### src/rtl/aq_f_spsram_ctrl_64x98.sv
`default_nettype none
// ============================================================================
// Module  : aq_f_spsram_ctrl_64x98
// Brief   : Valid/ready requester for the 64x98 single-port SRAM wrapper with
//           an in-order read response channel and a one-entry hold register.
//           Define AQ_SPSRAM_CTRL_INIT_EN to zero-fill the array after reset.
// Rev     : 1.0 - initial release
// ============================================================================
module aq_f_spsram_ctrl_64x98 #(
    parameter int ADDR_WIDTH = 6,
    parameter int DATA_WIDTH = 98
) (
    input  logic                  CLK,
    input  logic                  RST,
    input  logic                  req_vld,
    output logic                  req_rdy,
    input  logic                  req_wr,
    input  logic [ADDR_WIDTH-1:0] req_addr,
    input  logic [DATA_WIDTH-1:0] req_wdata,
    input  logic [DATA_WIDTH-1:0] req_bmask,
    output logic                  rsp_vld,
    input  logic                  rsp_rdy,
    output logic [DATA_WIDTH-1:0] rsp_data,
    output logic                  init_done,
    output logic [ADDR_WIDTH-1:0] sram_a,
    output logic                  sram_cen,
    output logic                  sram_gwen,
    output logic [DATA_WIDTH-1:0] sram_wen,
    output logic [DATA_WIDTH-1:0] sram_d,
    input  logic [DATA_WIDTH-1:0] sram_q
);

    logic                  r_infl;
    logic                  r_hold_vld;
    logic [DATA_WIDTH-1:0] r_hold_q;
    logic                  w_run;
    logic                  w_init;
    logic [ADDR_WIDTH-1:0] w_init_a;
    logic                  w_rd_ok;
    logic                  w_acc;
    logic                  w_capture;

`ifdef AQ_SPSRAM_CTRL_INIT_EN
    localparam logic [0:0]            c_st_init   = 1'b0;
    localparam logic [0:0]            c_st_run    = 1'b1;
    localparam logic [ADDR_WIDTH-1:0] c_last_addr = '1;
    localparam logic [ADDR_WIDTH-1:0] c_cnt_one   = {{(ADDR_WIDTH-1){1'b0}}, 1'b1};

    logic [0:0]            r_state;
    logic [0:0]            w_state_nxt;
    logic [ADDR_WIDTH-1:0] r_init_cnt;

    always_ff @(posedge CLK) begin
        if (RST) begin
            r_state    <= c_st_init;
            r_init_cnt <= '0;
        end else begin
            r_state <= w_state_nxt;
            if (r_state == c_st_init) begin
                r_init_cnt <= r_init_cnt + c_cnt_one;
            end
        end
    end

    // Leave INIT right after the write to the last word has been issued.
    always_comb begin
        w_state_nxt = r_state;
        if ((r_state == c_st_init) && (r_init_cnt == c_last_addr)) begin
            w_state_nxt = c_st_run;
        end
    end

    assign w_run    = (r_state == c_st_run) & ~RST;
    assign w_init   = (r_state == c_st_init) & ~RST;
    assign w_init_a = r_init_cnt;
`else
    assign w_run    = ~RST;
    assign w_init   = 1'b0;
    assign w_init_a = '0;
`endif

    // A new read may only start when its response cannot collide with one
    // that is still waiting for the consumer.
    assign w_rd_ok   = ~r_hold_vld & ~(r_infl & ~rsp_rdy);
    assign req_rdy   = w_run & (req_wr | w_rd_ok);
    assign w_acc     = req_vld & req_rdy;
    assign init_done = w_run;

    always_comb begin
        sram_cen  = 1'b1;
        sram_gwen = 1'b0;
        sram_wen  = '0;
        sram_a    = '0;
        sram_d    = '0;
        if (w_init) begin
            sram_cen  = 1'b0;
            sram_gwen = 1'b1;
            sram_wen  = '1;
            sram_a    = w_init_a;
        end else if (w_acc) begin
            sram_cen  = 1'b0;
            sram_gwen = req_wr;
            sram_a    = req_addr;
            if (req_wr) begin
                sram_wen = req_bmask;
                sram_d   = req_wdata;
            end
        end
    end

    assign w_capture = r_infl & ~r_hold_vld & ~rsp_rdy;

    always_ff @(posedge CLK) begin
        if (RST) begin
            r_infl     <= 1'b0;
            r_hold_vld <= 1'b0;
            r_hold_q   <= '0;
        end else begin
            r_infl <= w_acc & ~req_wr;
            if (w_capture) begin
                r_hold_vld <= 1'b1;
                r_hold_q   <= sram_q;
            end else if (r_hold_vld & rsp_rdy) begin
                r_hold_vld <= 1'b0;
            end
        end
    end

    assign rsp_vld  = (r_hold_vld | r_infl) & ~RST;
    assign rsp_data = r_hold_vld ? r_hold_q : sram_q;

endmodule
`default_nettype wire

### config.mk
export PLATFORM = sky130hd
export DESIGN_NAME = aq_f_spsram_ctrl_64x98
export DESIGN_NICKNAME = d
export VERILOG_FILES = /design/src/rtl/aq_f_spsram_ctrl_64x98.sv
export SDC_FILE = /design/constraint.sdc
export NUM_CORES = 1
export LEC_CHECK = 0
export ABC_AREA = 1
export CORE_AREA = 2 2 238 240
export CTS_CLUSTER_SIZE = 10
export DETAILED_ROUTE_END_ITERATION = 6
export DIE_AREA = 0 0 240 242
export GPL_ROUTABILITY_DRIVEN = 0
export REMOVE_ABC_BUFFERS = 1
export SYNTH_ARGS = -nofsm -noshare
export SYNTH_HDL_FRONTEND = slang
export SYNTH_SLANG_ARGS = --single-unit
### constraint.sdc
create_clock -name CLK -period 1.85 [get_ports CLK]
set_input_delay 0.37 -clock CLK [delete_from_list [all_inputs] [get_ports CLK]]
set_output_delay 0.37 -clock CLK [all_outputs]
set_load 0.05 [all_outputs]
## Word level (Yosys, flattened, before mapping)

Cells that the tools add are included.

| storage, ports and cells | value |
|---|---|
| bits of input ports | 305 |
| output and inout bits | 305 |
| register bits | 100 |
| word-level logic and storage cells | 30 |

| operators by class | value |
|---|---|
| bitwise gates (word level) | 16 |
| muxes and demuxes | 10 |
| reduce and logical (&&, ||, !) cells | 1 |

Operators with widths:

| cell | count |
|---|---|
| two-way mux 98 bit | 5 |
| AND 1 bit | 9 |
| two-way mux 6 bit | 1 |
| NOT 1 bit | 5 |
| two-way mux 1 bit | 4 |
| OR 1 bit | 2 |
| nonzero test 2 bit | 1 |

## Depth between registers and ports, before layout

| depth | value |
|---|---|
| depth after elaboration | 8 |
| gate-level depth with buffers | 8 |
| mapped depth without buffers | 6 |

## Least setup slack after synthesis

No wires, ideal clock.

| timing path | value |
|---|---|
| path kind | register to output |
| start point | register r_hold_vld |
| end point | output rsp_data[65] |
| path slack | -0.358 ns |
| arrival time | 1.838 ns |
| data required time | 1.480 ns |
| path buffers | 3 |
| cell stages (with the launch flop) | 5 |
| path through | dfxtp_1 buf_6 buf_4 clkbuf_1 o21ai_0 |

| on the way | value |
|---|---|
| cells in the longest elaborated chain, start to end | 1 |

Ends and longest elaborated chain:

| item | line | RTL |
|---|---|---|
| start, declared | 34 | `logic r_hold_vld;` |
| start signal, assigned | 116 | `r_hold_vld <= 1'b0;` |
| start signal, assigned | 121 | `r_hold_vld <= 1'b1;` |
| start signal, assigned | 124 | `r_hold_vld <= 1'b0;` |
| two-way mux 98 bit | 130 | `assign rsp_data = r_hold_vld ? r_hold_q : sram_q;` |
| end, declared | 23 | `output logic [DATA_WIDTH-1:0] rsp_data,` |

No other way between the ends.

## Worst setup path after layout

| timing path | value |
|---|---|
| start point | register r_hold_vld |
| end point | output rsp_data[36] |

Same word-level chain as after synthesis.

==> qor.yml <==
worst_pin_slew_ns: 0.583
max_freq_mhz: 511
final_cell_mix: "inv_1, buf_12, clkdlybuf4s50_1, nand2_1, nor2_1"
stdcell_count: 2784
viasPerCell: 3.58
ys_seq_area_share_pct: 27.5
timing.final.crit_share_pct: 106
cts_hold_buf: 0
failed_checks: "setup timing"
drtIter0Drc: 347
yosysTopAreaCell: "dfxtp_1"
start_kind: "flip-flop"
max_cap_violations: 0
r2r_setup_slack_ns: 0.34
ys_warn_count: 0
syn2layout_area_growth_pct: 169
synth_area_mm2: 0.00728
critPathMaxStageDelay_ns: 0.47
grt_use_total_pct: 17.8
synth_cell_type_count: 17
fin_nets: 2315
grt_pass1_vias: 9710
cts_tree: "yes"
hold_viol: 0
clk_latency_ns: 0.37
crit_arrival_ns: 1.59
port_buffers: 609
fin_skew_ns: 0.00777
htreeDepth: 3
slew_viol_final: 0
finalWorstPathRequiredPeriod_ns: 1.96
die_area_mm2: 0.0581
dr_total_vias: 9975
placed_cells: 2735
clock_path_buffers: 2
setup_slack_ns: -0.108
io_pins: 610
grt_antenna_before_repair: 20
synth_edf_count: 0
dp_hpwl_um: 44500
crit_path_end_kind: "primary output"
status: "finished, violations left"
whs_endpoint: "r_hold_q[72]"
drive_gt1_share_pct: 30.5
ys.flop_type: "dfxtp_1"
grt_pass1_wl_um: 72900
num-fill-cells: 5770
finalSetupViolCount: 79
netlist_instances: 1379
holdPathStages: 3
drc: 0
relSlewSlack_pct: 61.1
path_class: "flip-flop to primary output"
rr_worst_depth: 6
rsz0062_at_grt: "true"
multiInputGateArea_mm2: 0.00418
async_flop_share_pct: 0
die_w_um: 240
cp_max_fo: 12
syn-mean-instance-area_um2: 5.28
yosys-top-cells-area: "dfxtp_1, inv_1, nor2_1, nand2_1, o21ai_0"
clkSinkCount: 100
cpMostUsedCell: "buf_8"
postRouteAntennaNets: 0
regToRegStartpoint: "r_hold_vld"
p_leak_nw: 8.92
start_util_pct: 13.1
path_clk_slew_ns: 0.07
final_common_cell: "inv_1"
worstPathRequired_ns: 1.48
row_count: 87
r2r_end: "r_hold_q[86]"
grt_max_degree: 100
synth_top_area_share_pct: 27.5
min_from: "RST"
hold_path.class: "input port to flip-flop"
die_height_um: 242
dr.pass1.iters: 5
cts_made_buffers: 9
grt.overflow.total: 0
cpMaxStageDelayCell: "dfxtp_4"
pre_cts_ws_ns: -0.537
ys_seq_elements: 100
seqCellArea_mm2: 0.00201
cts-root-buf: "clkbuf_16"
wl_um: 53900
path_cells: "buf_8 -> buf_8 -> nand2_1 -> o21ai_1 -> buf_4 -> buf_12"
wire_per_inst_um: 19.4
max-vdd-ir-drop_v: 0.000434
p_per_area_mw_per_mm2: 424
fp.coreArea_mm2: 0.0557
worst max-delay path, delay by kind of cell, from the launching register on:
family	cells	cell delay, ns
DFF	1	0.47
and+or+nand+nor	1	0.06
buffers and inverters	4	0.62
AOI/OAI and AO/OA	1	0.08
worst max path at each step:
stage               startpoint      endpoint  slack, ns  cells after the start
global route        r_hold_vld  rsp_data[73]      -0.20                      6
floorplan                  RST     sram_d[0]      -4.38                      3
global placement        req_wr    sram_d[59]      -0.52                      6
detailed placement      req_wr    sram_d[59]      -0.54                      6
finish              r_hold_vld  rsp_data[36]      -0.11                      6
CTS                 r_hold_vld  rsp_data[71]      -0.12                      5
routing by layer:
layer | part of all wire (%) | vias up | wire, µm | GRT usage, %
met2 | 49 | 348 | 26600 | 31.1
met4 | 5.6 | 20 | 3010 | 9.52
met3 | 8.9 | 79 | 4810 | 6.49
met5 | 0.21 | - | 111 | 0
li1 | - | 5097 | - | -
met1 | 36 | 4431 | 19400 | 18.4
state kept, by name (all words and copies together), names as in the netlist:
| name | flops |
|---|---|
| r_hold_q | 98 |
| r_infl | 1 |
| r_hold_vld | 1 |
through the flow:
step	setup TNS, ns	utilization [%]	instance area (µm²)	power, mW	hold WS (ns)
global route	-12.73	35.1	19600	8.69	0.394
detailed placement	-82.54	31.4	17500	6.03	0.470
finish	-3.02	35.2	19600	8.31	0.398
floorplan	-1443.42	-	6810	3.76	0.435
CTS	-8.35	33.8	18800	8.32	0.389
global placement	-77.47	31.4	17500	6.02	0.455
synth_stat cells (2+ instances only):
cell type	count
buf_4	6
a21oi_1	3
nand4_1	2
buf_2	25
o21ai_0	141
dfxtp_1	100
nand3_2	2
clkbuf_1	25
nor2_1	299
o21ai_1	54
nand2_1	199
inv_1	501
buf_6	18
final cells by class:
class | instances | area share, %
Timing Repair Buffer | 695 | 52.3
Clock buffer | 10 | 1.17
Sequential cell | 100 | 10.2
Inverter | 502 | 9.64
Antenna cell | 13 | 0.166
Multi-Input combinational cell | 702 | 21.3
Clock inverter | 6 | 0.326
Tap cell | 756 | 4.83
what timing repair did:
item	CTS	global route
gates resized for setup	327	134
pin swaps	8	8
cloned	4	7
setup buffers	4	6
endpoints found under the setup margin	304	196
kinds of logic after synthesis:
| family | synth area share [%] |
|---|---|
| flops | 27.5 |
| compound gates | 13.6 |
| buf+inv | 32.4 |
| simple gates | 26.5 |
power by group:
group / switching (mW) / internal [mW] / total [mW]
Clock: 0.953 / 1.05 / 2.01
Sequential: 0.0415 / 2.23 / 2.27
Combinational: 2.10 / 1.94 / 4.04
(Power assumes the default switching activity.)
